File: config.mk
export PLATFORM = sky130hd
export DESIGN_NAME = serial_add_sub
export DESIGN_NICKNAME = d
export VERILOG_FILES = /design/src/rtl/serial_add_sub.sv
export SDC_FILE = /design/constraint.sdc
export NUM_CORES = 1
export LEC_CHECK = 0
export ABC_CLOCK_PERIOD_IN_PS = 2000
export BUFFER_PORTS_ARGS = -buffer_cell sky130_fd_sc_hd__buf_2
export CAP_MARGIN = 20
export CORE_AREA = 4 4 66 68
export CTS_CLUSTER_SIZE = 30
export DETAILED_ROUTE_END_ITERATION = 16
export DIE_AREA = 0 0 70 72
export GPL_ROUTABILITY_DRIVEN = 0
export MAX_ROUTING_LAYER = met4
export PLACE_DENSITY = 0.77
export SLEW_MARGIN = 30
export SYNTH_ARGS = -nofsm -noshare
export SYNTH_HDL_FRONTEND = slang
export SYNTH_SLANG_ARGS = --single-unit
export TNS_END_PERCENT = 10
File: constraint.sdc
create_clock -name clk -period 2 [get_ports clk]
set_input_delay 0.3 -clock clk [delete_from_list [all_inputs] [get_ports clk]]
set_output_delay 0.3 -clock clk [all_outputs]
set_load 0.03 [all_outputs]
File: src/rtl/serial_add_sub.sv
// Bit-serial adder/subtractor: one full adder, LSB first, WIDTH cycles per operation.
// Results are registered on entry to DONE and held until the next completed operation.
module serial_add_sub #(
  parameter int WIDTH = 8
) (
  input  logic             clk,
  input  logic             reset,
  input  logic             start,
  input  logic [WIDTH-1:0] a,
  input  logic [WIDTH-1:0] b,
  input  logic             mode,
  output logic [WIDTH-1:0] sum,
  output logic             cbout,
  output logic             ovf,
  output logic             busy,
  output logic             done
);

  localparam int CW = (WIDTH > 1) ? $clog2(WIDTH) : 1;

  typedef enum logic [1:0] {IDLE, RUN, DONE} state_t;

  state_t           state_q, state_d;
  logic [CW-1:0]    cnt_q, cnt_d;
  logic             carry_q, carry_d;
  logic             mode_q, mode_d;
  logic [WIDTH-1:0] a_sh_q, a_sh_d;
  logic [WIDTH-1:0] b_sh_q, b_sh_d;
  logic [WIDTH-2:0] acc_q, acc_d;
  logic [WIDTH-1:0] sum_q, sum_d;
  logic             cbout_q, cbout_d;
  logic             ovf_q, ovf_d;
  logic             busy_q, busy_d;
  logic             done_q, done_d;

  logic             s_bit, c_bit;
  logic [WIDTH-1:0] acc_ext;

  always_comb begin
    state_d = state_q;
    cnt_d   = cnt_q;
    carry_d = carry_q;
    mode_d  = mode_q;
    a_sh_d  = a_sh_q;
    b_sh_d  = b_sh_q;
    acc_d   = acc_q;
    sum_d   = sum_q;
    cbout_d = cbout_q;
    ovf_d   = ovf_q;
    busy_d  = 1'b0;
    done_d  = 1'b0;

    s_bit   = a_sh_q[0] ^ b_sh_q[0] ^ carry_q;
    c_bit   = (a_sh_q[0] & b_sh_q[0]) | (a_sh_q[0] & carry_q) | (b_sh_q[0] & carry_q);
    acc_ext = {s_bit, acc_q};

    case (state_q)
      IDLE, DONE: begin
        if (start) begin
          state_d = RUN;
          a_sh_d  = a;
          // Subtract as a + ~b + 1: the +1 enters through the initial carry.
          b_sh_d  = mode ? ~b : b;
          carry_d = mode;
          mode_d  = mode;
          cnt_d   = '0;
          acc_d   = '0;
          busy_d  = 1'b1;
        end else begin
          state_d = IDLE;
        end
      end
      RUN: begin
        a_sh_d  = a_sh_q >> 1;
        b_sh_d  = b_sh_q >> 1;
        carry_d = c_bit;
        acc_d   = acc_ext[WIDTH-1:1];
        cnt_d   = cnt_q + 1'b1;
        busy_d  = 1'b1;
        if (cnt_q == CW'(WIDTH - 1)) begin
          state_d = DONE;
          busy_d  = 1'b0;
          done_d  = 1'b1;
          cnt_d   = '0;
          sum_d   = acc_ext;
          cbout_d = c_bit ^ mode_q;
          // carry_q here is the carry into the MSB.
          ovf_d   = carry_q ^ c_bit;
        end
      end
      default: state_d = IDLE;
    endcase
  end

  always_ff @(posedge clk or posedge reset) begin
    if (reset) begin
      state_q <= IDLE;
      cnt_q   <= '0;
      carry_q <= 1'b0;
      mode_q  <= 1'b0;
      a_sh_q  <= '0;
      b_sh_q  <= '0;
      acc_q   <= '0;
      sum_q   <= '0;
      cbout_q <= 1'b0;
      ovf_q   <= 1'b0;
      busy_q  <= 1'b0;
      done_q  <= 1'b0;
    end else begin
      state_q <= state_d;
      cnt_q   <= cnt_d;
      carry_q <= carry_d;
      mode_q  <= mode_d;
      a_sh_q  <= a_sh_d;
      b_sh_q  <= b_sh_d;
      acc_q   <= acc_d;
      sum_q   <= sum_d;
      cbout_q <= cbout_d;
      ovf_q   <= ovf_d;
      busy_q  <= busy_d;
      done_q  <= done_d;
    end
  end

  assign sum   = sum_q;
  assign cbout = cbout_q;
  assign ovf   = ovf_q;
  assign busy  = busy_q;
  assign done  = done_q;

endmodule
==> metrics, run 1 <==
status completed; Pre-Repair DR Iteration Count 4; final setup fails 0; Hold Vio Cnt, Final 0; CP max stage delay 0.55 ns; multi-input logic area 676 um2; hpwl dp 2250 um; H-tree levels 2; FILL cells 348; Clk Latency, worst-skew pair 0.29 ns; # hold bufs at CTS 0; CTS tree yes; worst min path class in2async; Layout Cells excl Fill 224; Arr. time, crit path 1.70 ns; r2r setup slk 0.47 ns; Pins Over Slew Limit 0; Die ar. 5040 um2; Worst setup EP type flop; Tmin final 1.53 ns; commonest non-fill, non-tap cell in the layout dfrtp_1; final WL 3220 um; root buffer cell clkbuf_8; postcts setup bufs 0; core area 3860 um2; Synth Register Bits 42; ANT cells 0; launching point of the worst reg2reg path state_q[0]$_DFFE_PP0P_; fin util 54.0%; final hold slack 0.131 ns; layout cells sized above 1 29.3%; maximum clock rate 0.651 GHz; FF+latch area 1050 um2; dpl cells 216; GRT Residual Overflow 0; PD cells 1670 nW/um2; YS warnings 0; Tcrit/Tclk final 76.7%; critical-path cell list nand2b_1 > nor2_1 > a221o_1; Global Route Usage Sum 14.8%; wire length per cell 14.4 um; die height 72 um; Mapped Cells 143; CTS sink count 42; initial antenna violation count 0; largest net degree at the start of global routing 43; critical path class reg2reg; ranking of synthesized cells by area dfrtp_1, mux2_2, a22o_1; Clock Tree Buf Depth 2; CP Launch Type flop; ANT nets after route 0; Reg2Reg Depth 3; WP buf/inv 0; most frequent cells in the layout dfrtp_1, buf_2, nand2_1; CTS resizes 0; max_cap viols 0; Num CTS Buffers 5; cell taking the most area after synthesis dfrtp_1; first-pass GRT wire length 5720 um; WP data required 2.17 ns; port buffer count 31; leakage power 1.04 nW; vias 1,226; vias in the first global route 1,274; io pins 32; RSZ-0062 raised after global routing no; Synth Cell Area 1810 um2; Worst path top cell family by delay simple AND/OR/NAND/NOR gates; top cell type's share of synthesized area 58.0%; initial core utilization 47.0%; Mapped Nets 166; die width 70 um; Avg Cell Area, Syn 12.7 um2; Row Count 23; Yosys cell types 26; Final nets 196; Max IR drop VDD 0.000652 V; slowest CP cell nand2b_1; Clock transition at path regs 0.07 ns; Slew headroom 57.3%; overall power 3.48 mW; setup TNS 0 ns; peak fanout along the critical path 18; worst r2r dst b_sh_q[1]$_DFFE_PP0P_; sequential fraction of the synthesis area 58.0%; P&R area growth vs syn 14.8%; drt initial violations 50; Least-Margin Pin Slew 0.641 ns; DR vias/cell 5.47; clk_skew 0.00395 ns; Residual DRC 0
[power breakdown]
part | internal, mW | switching, mW
clock | 0.373 | 0.262
combinational | 0.606 | 0.776
sequential | 1.23 | 0.238
[synth_stat cells]
library cell and n:
a32o_1 1, ha_1 2, buf_6 3, nor3_1 1, dfrtp_1 42, and2b_4 1, xor2_1 1, mux2_2 8
xnor2_1 9, a22oi_1 8, nand3_1 8, nor2_1 7, nand2b_1 1, fa_1 1, nor2_8 1, nor2b_4 1
nand3b_4 1, a22o_1 10, inv_1 4, o21ai_0 4, buf_2 6, a221o_1 7, a21o_1 1, nand2_1 13
buf_4 1, or2b_1 1
[cell type report]
class / instances / share of cell area (%)
Sequential cell: 42 / 50.5
Multi-Input combinational cell: 87 / 32.5
Timing Repair Buffer: 33 / 8.18
Clock buffer: 7 / 3.67
Tap cell: 50 / 3.01
Clock inverter: 1 / 1.44
Inverter: 4 / 0.722
[routing by layer]
metal	global-route usage [%]	vias up	wire length, um
li1	-	567	-
met1	18.4	603	1360
met2	22.1	47	1510
met3	4.16	9	243
met4	8.09	0	101
met5	-	-	0
[logic make-up after synthesis]
kind of cell,after synthesis,synth area share [%]
flip-flops,42,58.0
multiplexers,8,4.97
AND/OR/NAND/NOR,35,10.9
XOR/XNOR,10,4.83
AO/OA/AOI/OAI,31,14.1
buffers and inverters,14,4.76
adder cells (fa/ha/maj),3,2.48
[flip-flops by register name, summed over array words and instances, names as in the netlist, 2 cells and up]
signal	count
a_sh_q	8
acc_q	7
b_sh_q	8
cnt_q	3
state_q	2
sum	8
[metrics by stage]
step	setup slack, ns	cell area [um2]
global route	0.355	2080
CTS	0.456	2080
floorplan	0.441	1810
global placement	0.515	1970
detailed placement	0.467	1970
finish	0.465	2080
[worst register-to-register path: cells and delay by family, from the launching register on]
kind | cells | cell delay [ns]
AOI/OAI and AO/OA | 1 | 0.28
DFF | 1 | 0.45
and+or+nand+nor | 2 | 0.68
[how the worst max path moves through the flow]
stage	endpoint	startpoint	cells after the start
6_report	b_sh_q[1]$_DFFE_PP0P_	state_q[0]$_DFFE_PP0P_	3
5_1_grt	b_sh_q[1]$_DFFE_PP0P_	state_q[0]$_DFFE_PP0P_	3
4_1_cts	b_sh_q[1]$_DFFE_PP0P_	state_q[0]$_DFFE_PP0P_	3
3_5_place_dp	b_sh_q[1]$_DFFE_PP0P_	state_q[0]$_DFFE_PP0P_	3
3_3_place_gp	b_sh_q[1]$_DFFE_PP0P_	state_q[0]$_DFFE_PP0P_	3
2_1_floorplan	sum[0]$_DFFE_PP0P_	cnt_q[0]$_DFFE_PP0P_	5
No activity file was read; power rests on OpenSTA's default activity.
==> run 2: changes to the inputs <==
--- a/config.mk
+++ b/config.mk
@@ -5,7 +5,7 @@
 export SDC_FILE = /design/constraint.sdc
 export NUM_CORES = 1
 export LEC_CHECK = 0
-export ABC_CLOCK_PERIOD_IN_PS = 2000
+export ABC_CLOCK_PERIOD_IN_PS = 1530
 export BUFFER_PORTS_ARGS = -buffer_cell sky130_fd_sc_hd__buf_2
 export CAP_MARGIN = 20
 export CORE_AREA = 4 4 66 68
==> constraint.sdc (replaced) <==
create_clock -name clk -period 1.53 [get_ports clk]
set_input_delay 0.2295 -clock clk [delete_from_list [all_inputs] [get_ports clk]]
set_output_delay 0.2295 -clock clk [all_outputs]
set_load 0.03 [all_outputs]
==> run 2 against run 1 <==
Against the previous run:
- clock skew hardly changed
- via count decreased by 1.3%
- worst hold slack worse by 0.080 ns
- largest power group unchanged
- final cell count increased by 1.8%
- fmax increased by 6.2%
- sequential share of layout area shrank 0.48 points
- die area unchanged
- worst setup slack got worse by 0.38 ns
- total power grew 30%
- routed wire length increased by 2.5%
- non-clock buffer count rose by 4
- critical path type unchanged
- register-to-register slack worse by 0.38 ns
==> metrics, run 2 (synthesis gave the netlist of run 1 again) <==
clk_skew 0.00425 ns; hpwl dp 2360 um; final WL 3300 um; CTS sink count 42; postcts setup bufs 0; Row Count 23; setup TNS 0 ns; Tcrit/Tclk final 94.5%; Residual DRC 0; die width 70 um; wire length the detailed router placed on met1 1440 um; FILL cells 343; worst min path class in2async; Max IR drop VDD 0.000765 V; CTS tree yes; dpl cells 220; RSZ-0062 raised after global routing no; status completed; CP Launch Type flop; Least-Margin Pin Slew 0.507 ns; Clock Tree Buf Depth 2; final setup fails 0; Layout Cells excl Fill 228; core area 3860 um2; leakage power 1.05 nW; Final nets 200; Num CTS Buffers 5; most frequent cells in the layout dfrtp_1, buf_2, nand2_1; final hold slack 0.0511 ns; Clock transition at path regs 0.08 ns; ANT nets after route 0; drt initial violations 46; met2 WL 1580 um; Tmin final 1.45 ns; GRT Residual Overflow 0; die height 72 um; peak fanout along the critical path 9; initial antenna violation count 0; ANT cells 0; Clk Latency, worst-skew pair 0.30 ns; critical path class reg2reg; wire length per cell 14.5 um; H-tree levels 2; DR vias/cell 5.31; largest net degree at the start of global routing 43; Pins Over Slew Limit 0; PD cells 2150 nW/um2; Global Route Usage Sum 14.9%; Worst setup EP type flop; maximum clock rate 0.692 GHz; root buffer cell clkbuf_8; vias 1,210; vias in the first global route 1,250; port buffer count 31; Arr. time, crit path 1.63 ns; io pins 32; WP data required 1.72 ns; # hold bufs at CTS 0; Pre-Repair DR Iteration Count 5; layout cells sized above 1 32.6%; Hold Vio Cnt, Final 0; commonest non-fill, non-tap cell in the layout dfrtp_1; Slew headroom 66.2%; max layer used met4; max_cap viols 0; initial core utilization 47.0%; Die ar. 5040 um2; first-pass GRT wire length 5720 um; routed length on met3 197 um; P&R area growth vs syn 15.9%
run 2: through the flow:
step	setup slack [ns]	utilization, %	cell area, um2	power, mW
floorplan	0.0136	-	1820	3.39
global placement	0.0941	52.0	2000	3.72
detailed placement	0.0204	52.0	2000	3.84
CTS	0.00400	54.4	2100	4.58
global route	0.0169	54.5	2100	4.84
finish	0.0841	54.5	2100	4.52
run 2: path summary, 6_finish.rpt:
path / start / to / slack [ns] / cells after the start
min: reset / sum[1]$_DFFE_PP0P_ / 0.05 / 3
max in group asynchronous: reset / cnt_q[0]$_DFFE_PP0P_ / 1.13 / 3
min in group clk: a[2] / a_sh_q[2]$_DFFE_PP0P_ / 0.15 / 3
min reg2reg: ovf$_DFFE_PP0P_ / ovf$_DFFE_PP0P_ / 0.50 / 2
max: cnt_q[0]$_DFFE_PP0P_ / sum[0]$_DFFE_PP0P_ / 0.08 / 4
max reg2reg: cnt_q[0]$_DFFE_PP0P_ / sum[0]$_DFFE_PP0P_ / 0.08 / 4
run 2: final cells by class:
cell class,count,area (um2),area share [%]
multi-input combinational,87,678,32.3
timing repair buffer,37,200,9.53
tap,50,62.6,2.98
sequential,42,1050,50.0
clock buffer,5,68.8,3.28
inverter,4,15.0,0.715
clock inverter,3,25.0,1.19
run 2: power breakdown:
group	total, mW	leakage, nW	switching (mW)	internal, mW
logic	1.87	0.473	1.03	0.842
registers	1.92	0.529	0.314	1.60
clock network	0.729	0.0447	0.400	0.329
total	4.52	1.05	1.74	2.77
run 2: worst max-delay path: stages, from the launching register on:
cell      delay (ns)
dfrtp_1         0.41
ha_1            0.21
ha_2            0.21
nand3b_4        0.15
mux2_2          0.35
run 2: routing by layer:
| layer | track usage, % | up-vias |
|---|---|---|
| met5 | - | - |
| met4 | 8.30 | 0 |
| met3 | 3.19 | 8 |
| met2 | 23.8 | 37 |
| met1 | 17.7 | 589 |
| li1 | - | 576 |
run 2: repair_timing:
item                       CTS  global route
hold endpoints to repair     0             0
resized for setup            0             1
setup endpoints to repair    0            10
==> run 3: changes to the inputs <==
--- a/config.mk
+++ b/config.mk
@@ -5,7 +5,7 @@
 export SDC_FILE = /design/constraint.sdc
 export NUM_CORES = 1
 export LEC_CHECK = 0
-export ABC_CLOCK_PERIOD_IN_PS = 1530
+export ABC_CLOCK_PERIOD_IN_PS = 1650
 export BUFFER_PORTS_ARGS = -buffer_cell sky130_fd_sc_hd__buf_2
 export CAP_MARGIN = 20
 export CORE_AREA = 4 4 66 68
@@ -15,7 +15,7 @@
 export GPL_ROUTABILITY_DRIVEN = 0
 export MAX_ROUTING_LAYER = met4
 export PLACE_DENSITY = 0.77
-export SLEW_MARGIN = 30
+export SLEW_MARGIN = 20
 export SYNTH_ARGS = -nofsm -noshare
 export SYNTH_HDL_FRONTEND = slang
 export SYNTH_SLANG_ARGS = --single-unit
==> constraint.sdc (replaced) <==
create_clock -name clk -period 1.65 [get_ports clk]
set_input_delay 0.2475 -clock clk [delete_from_list [all_inputs] [get_ports clk]]
set_output_delay 0.2475 -clock clk [all_outputs]
set_load 0.03 [all_outputs]
==> run 3 against run 2 <==
Against the previous run:
- clock skew is essentially flat
- critical path depth is the same
- first-iteration DRC count grew 91%
- register-to-register slack gained 0.02 ns
- cell area shrank 1.7%
- fmax shrank 6.4%
- critical endpoint is now sum[4]$_DFFE_PP0P_
- largest cell class unchanged
==> metrics, run 3 (synthesis gave the netlist of run 1 again) <==
largest net degree at the start of global routing 43; WP data required 1.81 ns; H-tree levels 2; Final nets 197; Least-Margin Pin Slew 0.522 ns; Residual DRC 0; Global Route Usage Sum 15.3%; met2 WL 1690 um; Tcrit/Tclk final 93.7%; Clock power frac 15.1%; PD cells 1990 nW/um2; maximum clock rate 0.647 GHz; hpwl dp 2410 um; core area 3860 um2; clk_skew 0.00417 ns; layout cells sized above 1 30.1%; Slew headroom 65.2%; critical-path cell list ha_1 > ha_1 > nand3b_4 > mux2_2; peak fanout along the critical path 14; CP dominant cell by count ha_1; CTS sink count 42; Arr. time, crit path 1.71 ns; Sw Share 37.9%; ANT nets after route 0; leakage power 1.03 nW; CTS tree yes; max layer used met4; critical path class reg2reg; commonest non-fill, non-tap cell in the layout dfrtp_1; final WL 3360 um; final setup fails 0; setup TNS 0 ns; die width 70 um; vias in the first global route 1,345; slowest CP cell dfrtp_1; first-pass GRT wire length 6010 um; Clock Tree Buf Depth 2; Max IR drop VDD 0.000813 V; wire length per cell 15.0 um; io pins 32; Clock transition at path regs 0.07 ns; CP Launch Type flop; RSZ-0062 raised after global routing no; CP max stage delay 0.40 ns; routed length on met3 220 um; CTS resizes 0; Pre-Repair DR Iteration Count 5; drt initial violations 88; port buffer count 31; vias 1,196; dpl cells 217; root buffer cell clkbuf_8; status completed; Hold Vio Cnt, Final 0; Row Count 23; max_cap viols 0; P&R area growth vs syn 13.9%; initial antenna violation count 0; initial core utilization 47.0%; Layout Cells excl Fill 223; Pins Over Slew Limit 0; wire length the detailed router placed on met1 1440 um; Worst setup EP type flop; combinational share of power 41.7%; die height 72 um; # hold bufs at CTS 0; ANT cells 0; cell internal pwr 2.55 mW; GRT Residual Overflow 0; Num CTS Buffers 5; worst min path class in2async; Clk Latency, worst-skew pair 0.28 ns; Reg power frac 43.2%; Tmin final 1.55 ns; Die ar. 5040 um2; NetSw 1.56 mW; DR vias/cell 5.36; most frequent cells in the layout dfrtp_1, buf_2, nand2_1; postcts setup bufs 0
## run 3: changes by cell type in the layout (fill, tap and decap cells not counted)
| cell | previous run | this run |
|---|---|---|
| ha_2 | 1 | 0 |
| clkinv_4 | 1 | 0 |
| inv_6 | 1 | 0 |
| clkinvlp_4 | 1 | 0 |
| ha_1 | 1 | 2 |
| clkbuf_8 | 5 | 6 |
| buf_4 | 6 | 3 |
## run 3: layout make-up
cell class	instances	area (um2)
well taps	50	62.6
clock buffers	6	82.6
fillers	349	1790
repair buffers	34	178
flip-flops and latches	42	1050
multi-input cells	87	676
inverters	4	15.0
## run 3: per-stage QoR
step | setup slack, ns | hold slack (ns) | instance area [um2] | util [%] | power [mW]
CTS | 0.0998 | 0.0933 | 2060 | 53.5 | 4.16
floorplan | 0.0906 | 0.376 | 1810 | - | 3.14
global placement | 0.179 | 0.386 | 1980 | 51.4 | 3.40
finish | 0.105 | 0.0880 | 2060 | 53.5 | 4.11
detailed placement | 0.113 | 0.400 | 1980 | 51.4 | 3.52
global route | 0.0250 | 0.155 | 2060 | 53.5 | 4.42
## run 3: critical path: cells and delay by family, from the launching register on
family,cells,cell delay (ns)
adders and majority gates,2,0.46
and+or+nand+nor,1,0.20
DFF,1,0.40
muxes,1,0.36
## run 3: metal layers
| layer | vias to the layer above | GRT usage, % |
|---|---|---|
| met2 | 49 | 25.0 |
| met4 | 0 | 3.83 |
| met1 | 585 | 18.7 |
| met5 | - | - |
| li1 | 560 | - |
| met3 | 2 | 4.85 |
## run 3: path summary, 6_finish.rpt
check	start	end	slack, ns	depth (start not counted)
worst max-delay path	cnt_q[0]$_DFFE_PP0P_	sum[4]$_DFFE_PP0P_	0.10	4
worst min-delay path	reset	acc_q[0]$_DFFE_PP0P_	0.09	3
max in group asynchronous	reset	cnt_q[2]$_DFFE_PP0P_	1.20	3
worst min register to register	ovf$_DFFE_PP0P_	ovf$_DFFE_PP0P_	0.48	2
min in group clk	a[6]	a_sh_q[6]$_DFFE_PP0P_	0.18	3
worst max register to register	cnt_q[0]$_DFFE_PP0P_	sum[4]$_DFFE_PP0P_	0.10	4
## run 3: power groups by stage
stage | combinational (mW) | clock (mW) | sequential (mW)
after floorplan | 1.16 | 0 | 1.98
after global placement | 1.64 | 0 | 1.76
after detailed placement | 1.73 | 0 | 1.79
after CTS | 1.74 | 0.647 | 1.78
after global routing | 1.90 | 0.683 | 1.84
final | 1.71 | 0.622 | 1.78
